`src/rtl/map_loader_if.sv`:
```
// map_loader_if: ROM bank bus between the map loader (master) and the map ROM bank (slave).
// Signals: rom_chipsel (map select) and rom_addr (row/point address) from the master;
// rom_data (registered read data) from the slave.
interface map_loader_if;
   logic [1:0] rom_chipsel;
   logic [3:0] rom_addr;
   logic [7:0] rom_data;
   modport master (output rom_chipsel, output rom_addr, input rom_data);
   modport slave (input rom_chipsel, input rom_addr, output rom_data);
endinterface

```
`src/rtl/map_loader.sv`:
```
// map_loader: loads one of three ROM mazes into local registers and serves cell queries.
// Ports: clk; rst_n (async, active-low); load_req/load_sel request map 0-2;
// rom (map_loader_if.master) drives rom_chipsel/rom_addr and receives rom_data;
// busy/done/err/map_valid report load status; start_row/start_col/end_row/end_col
// are the decoded points; q_row/q_col -> q_open/q_is_end is the combinational query port.
// Optional feature macro MAP_LOADER_CHECK_EN: reject maps whose start or end cell is closed.
module map_loader #(
   parameter int ROM_LATENCY = 2
) (
   input  logic         clk,
   input  logic         rst_n,
   input  logic         load_req,
   input  logic [1:0]   load_sel,
   map_loader_if.master rom,
   output logic         busy,
   output logic         done,
   output logic         err,
   output logic         map_valid,
   output logic [2:0]   start_row,
   output logic [2:0]   start_col,
   output logic [2:0]   end_row,
   output logic [2:0]   end_col,
   input  logic [2:0]   q_row,
   input  logic [2:0]   q_col,
   output logic         q_open,
   output logic         q_is_end
);
   typedef enum logic [1:0] {IDLE, FETCH, DRAIN, DONE} state_t;
   state_t state, state_d;
   logic [7:0] row [8];
   logic [ROM_LATENCY-1:0] vld;
   logic [3:0] tag [ROM_LATENCY];
   logic [3:0] cap_tag;
   logic accept, reject, cap, fin, chk_ok;
   assign accept = state == IDLE && load_req && load_sel != 2'd3;
   assign reject = state == IDLE && load_req && load_sel == 2'd3;
   assign cap = vld[ROM_LATENCY-1];
   assign cap_tag = tag[ROM_LATENCY-1];
   // The tag-9 capture is always the last one and always lands in DRAIN.
   assign fin = state == DRAIN && cap && cap_tag == 4'd9;
   assign busy = state == FETCH || state == DRAIN;
`ifdef MAP_LOADER_CHECK_EN
   // End point is still on rom_data this edge, so look it up from the bus directly.
   assign chk_ok = row[start_row][start_col] && row[rom.rom_data[5:3]][rom.rom_data[2:0]];
`else
   assign chk_ok = 1'b1;
`endif
   always_comb begin
      state_d = state;
      case (state)
         IDLE:  state_d = accept ? FETCH : IDLE;
         FETCH: state_d = rom.rom_addr == 4'd9 ? DRAIN : FETCH;
         DRAIN: state_d = fin ? DONE : DRAIN;
         DONE:  state_d = IDLE;
         default: state_d = IDLE;
      endcase
   end
   always_ff @(posedge clk or negedge rst_n)
      if (!rst_n) state <= IDLE;
      else state <= state_d;
   // Valid/tag shift register: an address issued in FETCH reaches the last stage
   // exactly when its ROM data is on rom_data.
   always_ff @(posedge clk or negedge rst_n)
      if (!rst_n) begin
         vld <= '0;
         for (int i = 0; i < ROM_LATENCY; i++) tag[i] <= '0;
         for (int i = 0; i < 8; i++) row[i] <= '0;
         {start_row, start_col, end_row, end_col} <= '0;
         rom.rom_chipsel <= '0;
         rom.rom_addr <= '0;
         done <= 1'b0;
         err <= 1'b0;
         map_valid <= 1'b0;
      end else begin
         vld[0] <= state == FETCH;
         tag[0] <= rom.rom_addr;
         for (int i = 1; i < ROM_LATENCY; i++) begin
            vld[i] <= vld[i-1];
            tag[i] <= tag[i-1];
         end
         if (cap && !cap_tag[3]) row[cap_tag[2:0]] <= rom.rom_data;
         if (cap && cap_tag == 4'd8) {start_row, start_col} <= rom.rom_data[5:0];
         if (fin) {end_row, end_col} <= rom.rom_data[5:0];
         if (accept) rom.rom_chipsel <= load_sel;
         rom.rom_addr <= state == FETCH && rom.rom_addr != 4'd9 ? rom.rom_addr + 4'd1 : 4'd0;
         done <= fin && chk_ok;
         err <= reject || (fin && !chk_ok);
         map_valid <= accept ? 1'b0 : map_valid || (fin && chk_ok);
      end
   assign q_open = map_valid && row[q_row][q_col];
   assign q_is_end = map_valid && q_row == end_row && q_col == end_col;
endmodule

```
`src/flat_wrapper.sv`:
```
// flat-port wrapper written by rule: the top's interface ports become plain ports
module map_loader_flat 
#(
   parameter int ROM_LATENCY = 2
)
  (clk, rst_n, load_req, load_sel, busy, done, err, map_valid, start_row, start_col, end_row, end_col, q_row, q_col, q_open, q_is_end, rom_rom_chipsel, rom_rom_addr, rom_rom_data);
  map_loader_if rom_i ();
  input  logic clk;
  input  logic rst_n;
  input  logic load_req;
  input  logic [1:0] load_sel;
  output logic busy;
  output logic done;
  output logic err;
  output logic map_valid;
  output logic [2:0] start_row;
  output logic [2:0] start_col;
  output logic [2:0] end_row;
  output logic [2:0] end_col;
  input  logic [2:0] q_row;
  input  logic [2:0] q_col;
  output logic q_open;
  output logic q_is_end;
  output wire logic [$bits(rom_i.rom_chipsel)-1:0] rom_rom_chipsel;
  output wire logic [$bits(rom_i.rom_addr)-1:0] rom_rom_addr;
  input wire logic [$bits(rom_i.rom_data)-1:0] rom_rom_data;
  assign rom_rom_chipsel = rom_i.rom_chipsel;
  assign rom_rom_addr = rom_i.rom_addr;
  assign rom_i.rom_data = rom_rom_data;
  map_loader #(.ROM_LATENCY(ROM_LATENCY)) u_core (.clk(clk), .rst_n(rst_n), .load_req(load_req), .load_sel(load_sel), .rom(rom_i), .busy(busy), .done(done), .err(err), .map_valid(map_valid), .start_row(start_row), .start_col(start_col), .end_row(end_row), .end_col(end_col), .q_row(q_row), .q_col(q_col), .q_open(q_open), .q_is_end(q_is_end));
endmodule
```
`config.mk`:
```
export PLATFORM = sky130hd
export DESIGN_NAME = map_loader_flat
export DESIGN_NICKNAME = d
export VERILOG_FILES = /design/src/rtl/map_loader_if.sv /design/src/rtl/map_loader.sv /design/src/flat_wrapper.sv
export SDC_FILE = /design/constraint.sdc
export NUM_CORES = 1
export LEC_CHECK = 0
export CAP_MARGIN = 10
export CORE_MARGIN = 2
export CORE_UTILIZATION = 55
export DETAILED_ROUTE_END_ITERATION = 16
export GPL_TIMING_DRIVEN = 0
export HOLD_SLACK_MARGIN = 0.08
export PLACE_DENSITY_LB_ADDON = 0.2
export SLEW_MARGIN = 25
export SYNTH_ARGS = -nofsm -noshare
export SYNTH_HDL_FRONTEND = slang
export SYNTH_SLANG_ARGS = --single-unit
```
`constraint.sdc`:
```
create_clock -name clk -period 2.8 [get_ports clk]
set_input_delay 0.56 -clock clk [delete_from_list [all_inputs] [get_ports clk]]
set_output_delay 0.56 -clock clk [all_outputs]
set_load 0.02 [all_outputs]
```
==> impl_metrics.toml <==
[synth]
avgSynthCellArea_um2 = 15.4
ys_warn_count = 0
ys_seq_area_share_pct = 56.8
ys_async_sr_fraction_pct = 100
syn_nets = 303
syn_area_um2 = 4270
synth_flop_cell = "dfrtp_1"
netlist_instances = 278
synth_edf_count = 0
synth_cell_types = 35
ys_ff_latch = 97

[critical_path]
r2r_cells = 4
crit_path_start_kind = "input port"
path_buf_inv = 2
cp.arrival_ns = 2.19
rr_startpoint = "u_core.cap_tag[2]"
critical_path.slowest_cell = "mux4_1"
crit_type = "in -> out"
crit_family = "multiplexers"
r2r_slack_ns = 0.80
critPathRequiredTime_ns = 2.24
max_stage_delay_ns = 0.55
critPathMaxFanout = 9
path_cells = "buf_8 -> mux4_1 -> mux4_2 -> o2111ai_2 -> o21ai_1 -> buf_2"
worst_setup_path_end_kind = "output port"
reg2reg_to = "u_core.row[38]"

[timing]
max_freq_mhz = 363
rsz0062_at_grt = "yes"
worst_slew_pin_slew_ns = 0.869
hold_viol = 0
setup-violations-final = 0
period_needed_ns = 2.75
finalCritPeriodShare_pct = 98.3
layout_setup_ws_ns = 0.0471
finClkSkew_ns = 0.0114
maxSlewViolCount = 0
relSlewSlack_pct = 41.8

[final_layout]
fillers = 579
drive_gt1_share_pct = 34.7
final_common_cell = "dfrtp_1"
regArea_um2 = 2430
multiInputGateArea_um2 = 1760
antenna_cells = 0
layout.nets = 354
area_growth_pct = 17.8
final_cell_mix = "97 x dfrtp_1, 74 x mux2_2, 29 x clkdlybuf4s50_1"

[job]
drv_cap = 0

[global_routing]
grt_pass1_wl_mm = 13.7
antenna_found_initial = 0
grtUsageTotal_pct = 22.0
grt-ovfl-total = 0
first_global_vias = 2576
grt_max_degree = 59

[floorplanning]
coreArea_um2 = 7610
die_x_um = 92.1
initial_core_util_pct = 56.1
std_cell_rows = 32
fp.dieH_um = 92.1
io_pins = 43
die_area_um2 = 8490

[pwr]
pwr_density_cell_nw_per_um2 = 835
power.leakage_uw = 0.00212
ir_drop_mv = 0.540
p_sw_share_pct = 28.4
p_int_uw = 3010
p_seq_share_pct = 50.3
clock_power_share_pct = 20.8
pwr-share-comb_pct = 28.9
total_power_uw = 4200
switching_power_uw = 1190

[outcome]
outcome = "complete, no violations"

[route]
drtAntennaViolNets = 0
firstDrtPassIters = 4
vias = 2462
wl_per_cell_um = 18.8
viasPerCell = 5.65
routed_wl_mm = 8.22
route.detailed.drc = 0
drt-initial-drc-count = 103

[placed_design]
io_buffers = 35
dp_hpwl_mm = 5.47
pre_cts_ws_ns = -1.18
gp_congestion = 0.756

[cts]
clock_sinks = 97
htreeDepth = 3
cts-root-buf = "clkbuf_8"
cts_tree = "yes"
clk_pin_slew_ns = 0.09
numCtsBuffers = 9
cts.path.max_buffers = 2
clk_latency_ns = 0.35

[min_path]
hold_class = "in -> async"
## what timing repair did
| action | in CTS | in global routing |
|---|---|---|
| setup endpoints to repair | 2 | 2 |
| resized for setup | 23 | 1 |
| gates cloned | 0 | 0 |
| buffers inserted | 4 | 0 |
| hold buffers | 0 | 0 |
| pin swaps | 0 | 0 |
## Yosys cell counts (2+ instances only)
master | number | share of area (%)
dfrtp_1 | 97 | 57
mux2_2 | 74 | 20
nor2_1 | 14 | 1.2
mux4_1 | 9 | 5.5
mux4_2 | 8 | 4.2
nand2_1 | 8 | 0.70
buf_1 | 6 | 0.53
ha_1 | 6 | 1.8
clkbuf_1 | 5 | 0.44
inv_1 | 4 | 0.35
nand3b_1 | 4 | 0.70
xnor2_1 | 4 | 0.82
xor2_1 | 4 | 0.82
mux2i_1 | 3 | 0.70
nand3_1 | 3 | 0.35
a21oi_1 | 2 | 0.23
and3_1 | 2 | 0.29
buf_2 | 2 | 0.23
buf_6 | 2 | 0.53
mux2_1 | 2 | 0.53
nor2b_1 | 2 | 0.29
nor3b_1 | 2 | 0.35
nor3b_2 | 2 | 0.59
o2111ai_1 | 2 | 0.41
## worst reg2reg max path, delay by kind of cell, from the launching register on
family | cells | cell delay, ns
simple gates | 2 | 0.60
buf+inv | 1 | 0.49
mux | 1 | 0.41
flops | 1 | 0.40
## metrics by stage
step | cells | area (um^2) | TNS [ns] | utilization (%) | hold WS [ns]
after CTS | 436 | 5020 | 0 | 66.1 | 0.109
after global routing | 436 | 5030 | -0.0378 | 66.1 | 0.119
after floorplan | 278 | 4270 | 0 | - | 0.264
after detailed placement | 416 | 4780 | -1.76 | 62.8 | 0.335
final | 436 | 5030 | 0 | 66.1 | 0.110
after global placement | 415 | 4750 | -236.05 | 62.4 | 0.333
## layer usage
| layer | vias up | part of all wire (%) | global-route usage (%) | wire (um) |
|---|---|---|---|---|
| li1 | 1122 | - | - | - |
| met1 | 1278 | 46 | 30.6 | 3740 |
| met2 | 48 | 49 | 34.7 | 4000 |
| met3 | 14 | 3.9 | 3.94 | 320 |
| met4 | 0 | 1.9 | 8.83 | 159 |
| met5 | - | 0 | 0 | 0 |
## cell type report
class                           count  area share [%]
Clock inverter                      5            1.12
Timing Repair Buffer               40            8.16
Buffer                             15            1.99
Sequential cell                    97            48.2
Clock buffer                       11            2.61
Inverter                            4           0.298
Tap cell                          102            2.54
Multi-Input combinational cell    162            35.0
## worst max-delay path by stage
stage | from | endpoint | depth (start not counted)
floorplan | q_row[1] | q_open | 5
global placement | rst_n | u_core.rom.rom_addr[1] | 1
detailed placement | q_col[1] | q_open | 7
CTS | u_core.row[32] | q_open | 5
global route | u_core.row[32] | q_open | 5
finish | q_row[1] | q_open | 6
## sequential cells by signal (all words and copies together) (netlist names), 2 cells and up, named ones only
register	cells
u_core.row	64
u_core.rom.rom_addr	4
u_core.tag	4
u_core.start_row	3
u_core.start_col	3
u_core.end_row	3
u_core.rom.rom_chipsel	2
u_core.cap_tag	4
u_core.end_col	3
u_core.vld	2
## kinds of logic after synthesis
| logic type | Yosys count | synth area share, % |
|---|---|---|
| xor gates and xnor gates | 8 | 1.64 |
| AOI/OAI and AO/OA | 11 | 2.02 |
| buffers and inverters | 19 | 2.08 |
| muxes | 96 | 30.5 |
| DFF | 97 | 56.8 |
| adders and majority gates | 6 | 1.76 |
| and+or+nand+nor | 41 | 5.16 |
## power by group through the flow
stage / Clock [uW] / Sequential (uW) / Combinational, uW
2_1_floorplan: 0 / 2110 / 856
3_3_place_gp: 0 / 2120 / 1170
3_5_place_dp: 0 / 2140 / 1210
4_1_cts: 893 / 2120 / 1230
5_1_grt: 956 / 2180 / 1340
6_report: 873 / 2110 / 1210
(Power assumes the default switching activity.)
